`src/rtl/window_fetch_scheduler.sv`:
```
// Raster-scans a 3x3 window over every interior position of a frame, issuing one
// base address per window to the parallel-read pixel memory and presenting the result downstream.
module window_fetch_scheduler #(
  parameter int IMG_W  = 86,
  parameter int IMG_H  = 102,
  parameter int ADDR_W = 14,
  parameter int RD_LAT = 1
) (
  input  logic              clk,
  input  logic              rst,
  input  logic              start,
  input  logic              abort,
  output logic              busy,
  output logic              done,
  output logic              aborted,
  output logic              mem_rd_en,
  output logic [ADDR_W-1:0] mem_addr,
  output logic              win_valid,
  input  logic              win_ready,
  output logic [7:0]        win_x,
  output logic [7:0]        win_y,
  output logic              win_last,
  output logic [2:0]        fsm_state
);

  // Handshake: a window transfers on any cycle where win_valid && win_ready are both high;
  // win_valid, win_x, win_y and mem_addr stay stable until then, unless abort or reset.

  typedef enum logic [2:0] {
    S_IDLE    = 3'd0,
    S_ISSUE   = 3'd1,
    S_WAIT    = 3'd2,
    S_PRESENT = 3'd3,
    S_FIN     = 3'd4
  } state_t;

  localparam int CNT_W = (RD_LAT > 1) ? $clog2(RD_LAT) : 1;
  localparam logic [7:0] X_LAST = 8'(IMG_W - 3);
  localparam logic [7:0] Y_LAST = 8'(IMG_H - 3);

  state_t            state, state_n;
  logic [7:0]        x, x_n, y, y_n;
  logic [ADDR_W-1:0] addr, addr_n;
  logic [CNT_W-1:0]  cnt, cnt_n;
  logic              aborted_q, aborted_n;
  logic              last;

  assign last = (x == X_LAST) && (y == Y_LAST);

  always_ff @(posedge clk) begin
    if (rst) begin
      state     <= S_IDLE;
      x         <= '0;
      y         <= '0;
      addr      <= '0;
      cnt       <= '0;
      aborted_q <= 1'b0;
    end else begin
      state     <= state_n;
      x         <= x_n;
      y         <= y_n;
      addr      <= addr_n;
      cnt       <= cnt_n;
      aborted_q <= aborted_n;
    end
  end

  always_comb begin
    state_n   = state;
    x_n       = x;
    y_n       = y;
    addr_n    = addr;
    cnt_n     = cnt;
    aborted_n = aborted_q;
    case (state)
      S_IDLE: begin
        if (start) begin
          state_n   = S_ISSUE;
          x_n       = '0;
          y_n       = '0;
          addr_n    = '0;
          aborted_n = 1'b0;
        end
      end
      S_ISSUE: begin
        if (abort) begin
          state_n   = S_FIN;
          aborted_n = 1'b1;
        end else if (RD_LAT == 1) begin
          state_n = S_PRESENT;
        end else begin
          state_n = S_WAIT;
          cnt_n   = CNT_W'(RD_LAT - 1);
        end
      end
      S_WAIT: begin
        if (abort) begin
          state_n   = S_FIN;
          aborted_n = 1'b1;
        end else if (cnt <= CNT_W'(1)) begin
          state_n = S_PRESENT;
          cnt_n   = '0;
        end else begin
          cnt_n = cnt - CNT_W'(1);
        end
      end
      S_PRESENT: begin
        if (abort) begin
          state_n   = S_FIN;
          aborted_n = 1'b1;
        end else if (win_ready) begin
          if (last) begin
            state_n = S_FIN;
          end else begin
            state_n = S_ISSUE;
            // Row wrap jumps over the two right-border columns with no multiply.
            if (x == X_LAST) begin
              x_n    = '0;
              y_n    = y + 8'd1;
              addr_n = addr + ADDR_W'(3);
            end else begin
              x_n    = x + 8'd1;
              addr_n = addr + ADDR_W'(1);
            end
          end
        end
      end
      S_FIN:   state_n = S_IDLE;
      default: state_n = S_IDLE;
    endcase
  end

  assign busy      = (state == S_ISSUE) || (state == S_WAIT) || (state == S_PRESENT);
  assign done      = (state == S_FIN);
  assign aborted   = aborted_q;
  assign mem_rd_en = (state == S_ISSUE);
  assign win_valid = (state == S_PRESENT);
  assign win_last  = win_valid && last;
  assign mem_addr  = addr;
  assign win_x     = x;
  assign win_y     = y;
  assign fsm_state = state;

endmodule
```
`config.mk`:
```
export PLATFORM = sky130hd
export DESIGN_NAME = window_fetch_scheduler
export DESIGN_NICKNAME = d
export VERILOG_FILES = /design/src/rtl/window_fetch_scheduler.sv
export SDC_FILE = /design/constraint.sdc
export NUM_CORES = 1
export LEC_CHECK = 0
export ABC_AREA = 1
export CELL_PAD_IN_SITES_DETAIL_PLACEMENT = 1
export CELL_PAD_IN_SITES_GLOBAL_PLACEMENT = 2
export CORE_MARGIN = 4
export CORE_UTILIZATION = 27
export DETAILED_ROUTE_END_ITERATION = 8
export PLACE_DENSITY_LB_ADDON = 0.1
export SLEW_MARGIN = 30
export SYNTH_ARGS = -nofsm -noshare
export SYNTH_HDL_FRONTEND = slang
export SYNTH_SLANG_ARGS = --single-unit
export TNS_END_PERCENT = 100
```
`constraint.sdc`:
```
create_clock -name clk -period 2.2 [get_ports clk]
set_input_delay 0.66 -clock clk [delete_from_list [all_inputs] [get_ports clk]]
set_output_delay 0.66 -clock clk [all_outputs]
set_load 0.03 [all_outputs]
```
# ---- Word-level counts from Yosys, hierarchy flattened
# Cells that the tools add are included.
# Widths: inputs -> output; s select.
dict set report op_classes {
  n_addsub 5
  n_eq_ne 14
  n_lt_le_gt_ge 1
  reduce_logical 13
  n_bitwise 1
  n_mux 29
}
# cell count
set op_table {}
lappend op_table {{$mux 8} 9}
lappend op_table {{$mux 14} 5}
lappend op_table {{$pmux 8 s2} 2}
lappend op_table {{$pmux 14 s2} 1}
lappend op_table {{$mux 3} 7}
lappend op_table {{$add 8x1->8 const B} 2}
lappend op_table {{$eq 8x7->1 const B} 2}
lappend op_table {{$add 14x1->14 const B} 1}
lappend op_table {{$add 14x2->14 const B} 1}
lappend op_table {{$pmux 3 s4} 1}
lappend op_table {{$eq 3x2->1 const B} 2}
lappend op_table {{$ne 2x1->1 const B} 3}
lappend op_table {{$ne 2x2->1 const B} 3}
lappend op_table {{$reduce_and 3->1} 2}
lappend op_table {{$reduce_and 6->1} 1}
lappend op_table {{$reduce_and 5->1} 1}
lappend op_table {{$reduce_bool 2->1} 2}
lappend op_table {{$eq 3x1->1 const B} 1}
lappend op_table {{$eq 3x3->1 const B} 1}
lappend op_table {{$logic_not 3->1} 1}
lappend op_table {{$mux 1} 3}
lappend op_table {{$ne 3x2->1 const B} 1}
lappend op_table {{$ne 3x3->1 const B} 1}
lappend op_table {{$reduce_or 3->1} 1}
lappend op_table {{other kinds (7)} 9}
dict set report word_totals {
  regBits 35
  input_bits 5
  output_inout_bits 39
}

# ---- Logic depth before layout (Yosys ltp)
dict set report depth {
  word_depth 6
  ltp_mapped 13
  mapped_depth_nobuf 13
}

# ---- Worst setup path before layout
# No wires, ideal clock.
dict set report synth_path {
  path_kind {reg-to-output}
  startpoint {register x[0] (netlist: win_x[0])}
  endpoint {output port win_last}
  t_arrival_ps 1728
  path_stages_with_launch 7
  slack_ps -188
  path_cell_list {dfxtp_1 > ha_1 > nand3_2 > nor2_4 > nand3_4 > buf_2 > inv_1}
}
dict set report synth_via {
  elab_chain_len 3
}
# element line
set synth_lines {}
lappend synth_lines {{start: declaration} 42} ;# logic [7:0] x, x_n, y, y_n;
lappend synth_lines {{start signal: assignment} 60} ;# x <= x_n;
lappend synth_lines {{$eq 8x7->1} 48} ;# assign last = (x == X_LAST) && (y == Y_LAST);
lappend synth_lines {{$logic_and 1x1->1} 48}
lappend synth_lines {{$logic_and 1x1->1} 138} ;# assign win_last = win_valid && last;
lappend synth_lines {{end: declaration} 22} ;# output logic win_last,
# Every way passes these cells.

# ---- Worst setup path after layout
dict set report layout_path {
  startpoint {register x[0] (netlist: win_x[0])}
  endpoint {output port win_x[0]}
}
# element line
set layout_rtl {}
lappend layout_rtl {{end: declaration} 20} ;# output logic [7:0] win_x,
# No word-level cell between the ends.

==> impl_metrics.ini <==
[die]
die_area_um2 = 9440
core_um2 = 7730
die_w_um = 97.2
start_util = 0.278
fp.dieH_um = 97.2
io_pins = 44
rows = 32

[routing]
drtPass1Iterations = 4
ant_nets = 0
vias_per_cell = 4.60
drc = 0
drt_iter0_markers = 101
vias = 2362
wl_um = 6770
wl_per_cell_um = 13.2

[logic_synthesis]
seq_area_frac_synth = 0.317
synth_top_area_share = 0.317
ys_ff_latch = 34
syn-instance-count = 347
syn-num-nets = 356
synth-simple-area-share = 0.439
synth_top_family_by_area = simple AND/OR/NAND/NOR gates
dominantRegCellSynth = dfxtp_1
synth-async-reset-ratio = 0
synth.area.top_cells = dfxtp_1 32%, nand2_1 19%, nor2_1 8.6%
yosysMostFrequentCell = nand2_1
syn_area_per_cell_um2 = 6.18
yosys.area_share.adder = 0.0268
netlist_area_um2 = 2150
synth-edff-count = 0
yosysUniqueCellTypes = 31
synthXorXnorAreaFrac = 0.0163
synth-compound-area-share = 0.0845
synth_common_cells = 108 x nand2_1, 49 x nor2_1, 47 x inv_1, 34 x dfxtp_1, 26 x nand3_1
muxShareOfSynthArea = 0
synth_warnings = 0
synth_area_leader_cell = dfxtp_1

[place]
place_inst = 503
dp_hpwl_um = 5260
gp_congestion = 0.787
io_buffers = 43

[cells_and_area]
layout-drive-gt1-share = 0.141
fin_cells = 513
diodes = 0
area_delta_synth_final_pct = 38.3
nets = 419

[worst_setup_path]
crit_path_cell_trace = buf_4, clkdlybuf4s50_1
timing.critical_path.slowest_stage_cell = clkdlybuf4s50_1
worstSetupPathType = register to output port
required_ps = 1540
end_kind = output port
crit_fanout = 6
start_kind = register
cpPeakStageDelay_ps = 660
crit_arrival_ps = 1460

[global_route]
grt_antenna_before_repair = 0
grt_pass1_wl_um = 11700
grt_pass1_vias = 2401
grt_max_degree = 19
track_usage = 0.149
grt-ovfl-total = 0

[run]
cap_violations = 0

[sta]
fin_skew_ps = 13.1
post-route-period-util = 0.964
fmax_ghz = 0.472
rsz0062_at_grt = false
slew_headroom = 0.742
fin_setup_tns_ps = 0
hold_viol = 0
slew_viol_final = 0
worst_pin_slew_ps = 383
fin_crit_ps = 2120
setup_viol = 0

[clock_tree]
cts_buffers = 5
clk_pin_slew_ps = 80
clock_latency_ps = 290
ctsRootBufferMaster = clkbuf_8
clock_sinks = 34
cts.path.max_buffers = 2
h-tree-depth = 2
tritoncts = yes

[pwr]
ir_drop_mv = 0.358
cellLeakagePower_nw = 1.19
power_density_nw_per_um2 = 510

[min_path]
hold_class = register to register

[run_status]
status = finished, final reports clean
path summary, 6_finish.rpt:
kind,start,slack (ps),cells after the start,to
max,win_x[0]$_SDFFE_PP0P_,80,2,win_x[0]
min,aborted$_SDFFE_PP0P_,470,1,aborted$_SDFFE_PP0P_
max reg2reg,win_x[1]$_SDFFE_PP0P_,180,13,mem_addr[8]$_SDFFE_PP0P_
min reg2reg,aborted$_SDFFE_PP0P_,470,1,aborted$_SDFFE_PP0P_
worst max-delay path: cells and delay by family, from the launching register on:
kind                   cells  cell delay [ps]
DFF                        1              360
buffers and inverters      2              800
stage by stage:
step	setup slack, ps	util	power, W	cell area [um^2]	hold WS, ps
floorplan	37.3	-	0.000842	2150	532
detailed placement	93.8	0.362	0.000949	2800	459
finish	80.1	0.384	0.00151	2970	472
global placement	146	0.362	0.000948	2800	458
global route	3.20	0.384	0.00160	2970	520
CTS	22.9	0.379	0.00154	2930	482
kinds of logic after synthesis:
logic type | Yosys count
buffers and inverters | 60
flip-flops | 34
AND/OR/NAND/NOR | 213
adder cells (fa/ha/maj) | 4
XOR/XNOR | 4
AO/OA/AOI/OAI | 32
state kept, by name, summed over array words and instances (netlist names):
name,count
mem_addr,14
win_x,8
win_y,8
fsm_state,3
aborted,1
power by group:
group	internal [W]	total (W)	leakage, nW	switching (W)
sequential	0.000625	0.000635	0.278	0.0000101
combinational	0.0000971	0.000290	0.857	0.000193
clock	0.000334	0.000588	0.0579	0.000254
total	0.00106	0.00151	1.19	0.000457
cells in the final DEF, fill, tap and decap left out, types with 2 or more instances in the layout:
master / instances
o21ai_0: 5
xnor2_1: 3
nor2_4: 2
dlygate4sd2_1: 3
inv_2: 5
dfxtp_2: 6
buf_4: 23
a21oi_1: 20
nand3_4: 2
clkinv_2: 2
nand3_2: 2
o21bai_1: 4
nor2_1: 48
nand3_1: 26
nor3_1: 4
clkbuf_8: 5
nand2_1: 107
clkdlybuf4s50_1: 37
inv_1: 46
dfxtp_1: 27
ha_4: 2
nand2_2: 2
nand4_1: 16
cell type report:
type                    instances  area (um^2)
clock inverters                 3         40.0
inverters                      52          200
repair buffers                 64          579
flip-flops and latches         34          692
fillers                      1027         4760
well taps                     102          128
clock buffers                   5         68.8
multi-input cells             253         1260
timing repair:
item	CTS	global route
gates resized for setup	8	9
hold buffers	0	0
endpoints found under the setup margin	5	5
setup buffers	1	1
pin swaps	1	0
routing by layer:
layer  track usage  share of wire  vias up  wire length, um
met5             0              0        -                0
met4        0.0292         0.0084        0               57
met3        0.0258          0.029        6              197
met2         0.251           0.47       36             3190
met1         0.199           0.49     1096             3320
li1              -              -     1224                -
No activity file was read; power rests on OpenSTA's default activity.
